$ cat src/rtl/tlights_pkg.sv
// Shared aspect encodings, monitor enums and aspect-legality helpers for the
// traffic-light safety monitor.
package tlights_pkg;

  localparam logic [2:0] ASPECT_R  = 3'b100;
  localparam logic [2:0] ASPECT_RA = 3'b110;
  localparam logic [2:0] ASPECT_G  = 3'b001;
  localparam logic [2:0] ASPECT_A  = 3'b010;

  typedef enum logic [1:0] {
    INIT  = 2'd0,
    TRACK = 2'd1,
    FAULT = 2'd2
  } mon_state_t;

  typedef enum logic [1:0] {
    FC_NONE       = 2'd0,
    FC_PATTERN    = 2'd1,
    FC_TRANSITION = 2'd2,
    FC_STUCK      = 2'd3
  } fault_code_t;

  function automatic logic is_aspect(input logic [2:0] a);
    return (a == ASPECT_R) || (a == ASPECT_RA) || (a == ASPECT_G) || (a == ASPECT_A);
  endfunction

  // Both arguments are assumed to already be legal aspects.
  function automatic logic legal_next(input logic [2:0] prev, input logic [2:0] cur);
    logic ok;
    ok = 1'b0;
    if (cur == prev) begin
      ok = 1'b1;
    end else begin
      case (prev)
        ASPECT_R:  ok = (cur == ASPECT_RA);
        ASPECT_RA: ok = (cur == ASPECT_G);
        ASPECT_G:  ok = (cur == ASPECT_A);
        ASPECT_A:  ok = (cur == ASPECT_R);
        default:   ok = 1'b0;
      endcase
    end
    return ok;
  endfunction

endpackage

$ cat src/rtl/tlights_flasher.sv
// Fail-safe amber flash generator: phase toggles every FLASH_HALF cycles and
// restarts high with a fresh count whenever start is pulsed.
module tlights_flasher #(
  parameter int FLASH_HALF = 2
) (
  input  logic clk,
  input  logic rst,
  input  logic start,
  output logic flash
);

  localparam int CW = (FLASH_HALF > 1) ? $clog2(FLASH_HALF) : 1;

  logic [CW-1:0] r_cnt;
  logic          r_phase;

  always_ff @(posedge clk) begin
    if (rst || start) begin
      r_cnt   <= '0;
      r_phase <= 1'b1;
    end else if (r_cnt == CW'(FLASH_HALF - 1)) begin
      r_cnt   <= '0;
      r_phase <= ~r_phase;
    end else begin
      r_cnt <= r_cnt + 1'b1;
    end
  end

  assign flash = r_phase;

endmodule

$ cat src/rtl/tlights_monitor.sv
// Aspect safety monitor and lamp driver; TLIGHTS_MON_STUCK_EN adds the
// dwell counter and stuck-aspect (code 3) detection.
//
// state | meaning
// INIT  | lamps red, waiting for the sequencer to present R
// TRACK | lamps follow rag, every sample checked against the last one
// FAULT | sticky, flashing amber until reset
module tlights_monitor
  import tlights_pkg::*;
#(
  parameter int FLASH_HALF = 2,
  parameter int MAX_DWELL  = 16
) (
  input  logic       clk,
  input  logic       rst,
  input  logic [2:0] rag,
  output logic [2:0] lamp,
  output logic       fault,
  output logic [1:0] fault_code,
  output logic [1:0] mon_state
);

  if (FLASH_HALF < 1) begin : g_chk_flash
    $error("FLASH_HALF must be at least 1");
  end
  if (MAX_DWELL < 2) begin : g_chk_dwell
    $error("MAX_DWELL must be at least 2");
  end

  mon_state_t  r_state;
  fault_code_t r_code;
  logic [2:0]  r_lamp;
  logic [2:0]  r_prev;
  fault_code_t w_viol;
  logic        w_stuck;
  logic        w_flash;
  logic        w_start;

`ifdef TLIGHTS_MON_STUCK_EN
  localparam int DW = $clog2(MAX_DWELL + 1);
  logic [DW-1:0] r_dwell;

  // The sample that would make MAX_DWELL+1 identical samples in a row.
  assign w_stuck = (rag == r_prev) && (r_dwell == DW'(MAX_DWELL - 1));

  always_ff @(posedge clk) begin
    if (rst || (r_state != TRACK)) begin
      r_dwell <= '0;
    end else if (rag != r_prev) begin
      r_dwell <= '0;
    end else if (r_dwell != DW'(MAX_DWELL)) begin
      r_dwell <= r_dwell + 1'b1;
    end
  end
`else
  assign w_stuck = 1'b0;
`endif

  always_comb begin
    w_viol = FC_NONE;
    case (r_state)
      INIT: begin
        if (!is_aspect(rag)) w_viol = FC_PATTERN;
      end
      TRACK: begin
        if (!is_aspect(rag))             w_viol = FC_PATTERN;
        else if (!legal_next(r_prev, rag)) w_viol = FC_TRANSITION;
        else if (w_stuck)                w_viol = FC_STUCK;
      end
      default: w_viol = FC_NONE;
    endcase
  end

  assign w_start = (w_viol != FC_NONE);

  always_ff @(posedge clk) begin
    if (rst) begin
      r_state <= INIT;
      r_code  <= FC_NONE;
      r_lamp  <= ASPECT_R;
      r_prev  <= ASPECT_R;
    end else if (w_viol != FC_NONE) begin
      r_state <= FAULT;
      r_code  <= w_viol;
    end else begin
      case (r_state)
        INIT: begin
          if (rag == ASPECT_R) begin
            r_state <= TRACK;
            r_lamp  <= rag;
            r_prev  <= rag;
          end
        end
        TRACK: begin
          r_lamp <= rag;
          r_prev <= rag;
        end
        default: ;
      endcase
    end
  end

  tlights_flasher #(.FLASH_HALF(FLASH_HALF)) u_flasher (
    .clk   (clk),
    .rst   (rst),
    .start (w_start),
    .flash (w_flash)
  );

  // Offending aspects never reach r_lamp; the FAULT mux takes over on entry.
  assign lamp       = (r_state == FAULT) ? {1'b0, w_flash, 1'b0} : r_lamp;
  assign fault      = (r_state == FAULT);
  assign fault_code = r_code;
  assign mon_state  = r_state;

endmodule
$ cat config.mk
export PLATFORM = sky130hd
export DESIGN_NAME = tlights_monitor
export DESIGN_NICKNAME = d
export VERILOG_FILES = /design/src/rtl/tlights_pkg.sv /design/src/rtl/tlights_flasher.sv /design/src/rtl/tlights_monitor.sv
export SDC_FILE = /design/constraint.sdc
export NUM_CORES = 1
export LEC_CHECK = 0
export CAP_MARGIN = 0
export CORE_UTILIZATION = 35
export DETAILED_ROUTE_END_ITERATION = 7
export GPL_TIMING_DRIVEN = 0
export SETUP_SLACK_MARGIN = 0.2
export SYNTH_ARGS = -nofsm -noshare
export SYNTH_HDL_FRONTEND = slang
export SYNTH_SLANG_ARGS = --single-unit
$ cat constraint.sdc
create_clock -name clk -period 1.85 [get_ports clk]
set_clock_uncertainty 0.1 [all_clocks]
set_input_delay 0.2775 -clock clk [delete_from_list [all_inputs] [get_ports clk]]
set_output_delay 0.2775 -clock clk [all_outputs]
set_load 0.1 [all_outputs]
==> metrics <==
Syn Inst Count=58; Synth top cells by count=9 x dfxtp_1, 6 x nor2_1, 4 x inv_1, 3 x a21oi_1, 3 x o21ai_0; Syn Area/Cell=9.125 sq um; vias in the first global route=440; Yosys reg bits=9; final-report hold violation count=0; RD Place Congestion=0.7596; Netlist Area Pre-Place=529.3 sq um; initial antenna violation count=0; Pleak=0.3057 nW; Post-Syn Nets=63; CP cell instances=or3_4 > o31ai_4 > a21o_4 > nor3_4 > or3_1; clk slew on worst S/H paths=60 ps; fmax=609.8 MHz; top_reg_cell synth=dfxtp_1; final hold slack=247.3 ps; Worst Max-Slew Pin Slew=546.5 ps; CTS tree=done; Final min period=1640 ps; clock buffer depth=2; Arr. time, crit path=1690 ps; Synth area leader=dfxtp_1; row cnt=13; Antenna diodes=0; power share of the clock group=0.244; Skew-Pair Late Insertion Delay=260 ps; NetSw=0.0002689 W; Inserted Clock Buffers=3; status=completed; DPL Wire Length=814.5 microns; top cells by area, synth=dfxtp_1 34%, nor2_1 4.3%, o31ai_4 4.0%, o2111ai_1 3.3%, o311ai_1 3.3%; Final ANT Viol Nets=0; Pint=0.0003670 W; Sw Ratio=0.4228; Largest stage delay, worst path=370 ps; PortBufs=11; Die Y-Extent=40.89 microns; first-pass GRT wire length=1883 microns; worst min path class=primary input to flip-flop; Core Footprint=1350 sq um; I/O pins=13; GR peak layer=met2; Starting Density=0.3920; worst reg-to-reg path cell count=5; Max Cap Violations=0; Critical R2R Launch=r_prev[2]; DRC=0; share of layout cells above drive strength 1=0.5195; Reg power frac=0.354; post-route cell area=795.8 sq um; Final Core Density=0.5894; count of cell types in the netlist=33; Final #Nets=83; Post-synth EDFFs=0; setup tns final=0 ps; r2r endpoint=u_flasher.flash; Tcrit/Tclk final=0.8865; # setup viols final=0; met3 usage=0.04891; Worst Path Max Fanout=8; crit path kind=flip-flop to flip-flop; Peak VDD IR=0.3952 mV; unrepaired setup endpoints after global routing=yes; Die Wd=40.89 microns; async set-reset flop share out of synthesis=0; startpoint types=flip-flop; critical path endpoint=u_flasher.flash; Critical Path End Type=flip-flop; YS warnings=0; GR Util met2=0.2695; area share of the largest cell type after synthesis=0.3404; slowest cell on the critical path=or3_4; largest net degree at the start of global routing=9; vias=498; post-synthesis sequential area ratio=0.3404; CP startpoint=r_prev[2]; Total Wirelength=1201 microns; Global Route met1 Usage=0.2222; iteration count of the initial detailed-routing pass=4; drt wl/cell=13.05 microns; clk root buf=clkbuf_4; P per Cell Area=799.1 nW/um^2; drt first-iter violations=4; via density per instance=5.413; Max Transition Viols Final=0; full die area=1672 sq um; GRT Total Usage=0.1775; slew margin rel.=0.6374; Area growth syn-to-layout=50.35%; FF-to-FF setup slack=210 ps; gr ovfl total=0; H-tree levels=1; count leader, synth=dfxtp_1; placed cell area=680.7 sq um; WP data required=1900 ps; Clock Sinks=9; Combinational Power Share=0.402
## layout by cell type (no fill, tap or decap), drive strengths merged, types with 2 or more instances in the layout
| cell | instances |
|---|---|
| o21ai | 3 |
| buf | 9 |
| or3 | 2 |
| o2111ai | 2 |
| nor2 | 6 |
| inv | 4 |
| and2 | 2 |
| dfxtp | 9 |
| clkdlybuf4s15 | 4 |
| a21oi | 4 |
| o311ai | 2 |
| nor3 | 3 |
| clkbuf | 6 |
| or4 | 2 |
## final cells by class
cell class                 instances  area, sq um
buffer                             1        11.26
sequential                         9        192.7
fill                             127        554.3
multi-input combinational         44        391.6
tap                               15        18.77
timing repair buffer              15        140.1
inverter                           4        15.01
clock buffer                       4        26.28
## kinds of logic after synthesis
group	after synthesis	share of synthesized area
multiplexers	2	0.04019
buffers and inverters	5	0.04964
AO/OA/AOI/OAI	17	0.2742
AND/OR/NAND/NOR	23	0.2624
XOR/XNOR	2	0.03310
flip-flops	9	0.3404
## timing repair
action                     CTS  global route
hold buffers                 0             0
setup buffers                3             1
resized for setup           42            19
setup endpoints to repair   17             8
pin swaps                    2             5
hold endpoints to repair     0             0
## power by group through the flow
| stage | Combinational, W | Clock (W) | Sequential, W |
|---|---|---|---|
| after floorplan | 0.000143 | 0 | 0.000272 |
| after global routing | 0.000267 | 0.000174 | 0.000228 |
| after detailed placement | 0.000240 | 0 | 0.000228 |
| after global placement | 0.000239 | 0 | 0.000228 |
| final | 0.000255 | 0.000155 | 0.000225 |
| after CTS | 0.000238 | 0.000163 | 0.000222 |
## worst max-delay path, delay by kind of cell (launching register included)
family / cells / cell delay [ps]
simple gates: 3 / 730
flops: 1 / 350
compound gates: 2 / 350
## how the worst min path moves through the flow
stage | from | to | slack [ps] | depth (start not counted)
3_3_place_gp | u_flasher.r_cnt | u_flasher.r_cnt | 330 | 1
5_1_grt | rag[2] | r_prev[2] | 250 | 2
6_report | rag[0] | r_prev[0] | 250 | 3
3_5_place_dp | u_flasher.r_cnt | u_flasher.r_cnt | 340 | 1
2_1_floorplan | rst | mon_state[1] | 240 | 1
4_1_cts | rag[0] | r_prev[0] | 220 | 3
## stage by stage
step	power, W	instances	setup WS (ps)
detailed placement	0.0004680	84	-379.8
global placement	0.0004670	84	-384.4
CTS	0.0006231	91	37.95
global route	0.0006684	92	182.3
finish	0.0006359	92	210.0
floorplan	0.0004152	58	-338.1
## registers in the layout, indices dropped and copies added, names as in the netlist
| signal | count |
|---|---|
| u_flasher.flash | 1 |
| fault_code | 2 |
| r_prev | 3 |
| mon_state | 2 |
| u_flasher.r_cnt | 1 |
## metal layers
metal | routed length (microns) | part of all wire | vias up
met2 | 547 | 0.46 | 13
met3 | 60 | 0.050 | 2
li1 | - | - | 254
met5 | 0 | 0 | -
met4 | 11 | 0.0092 | 0
met1 | 581 | 0.48 | 229
No activity file was read; power rests on OpenSTA's default activity.
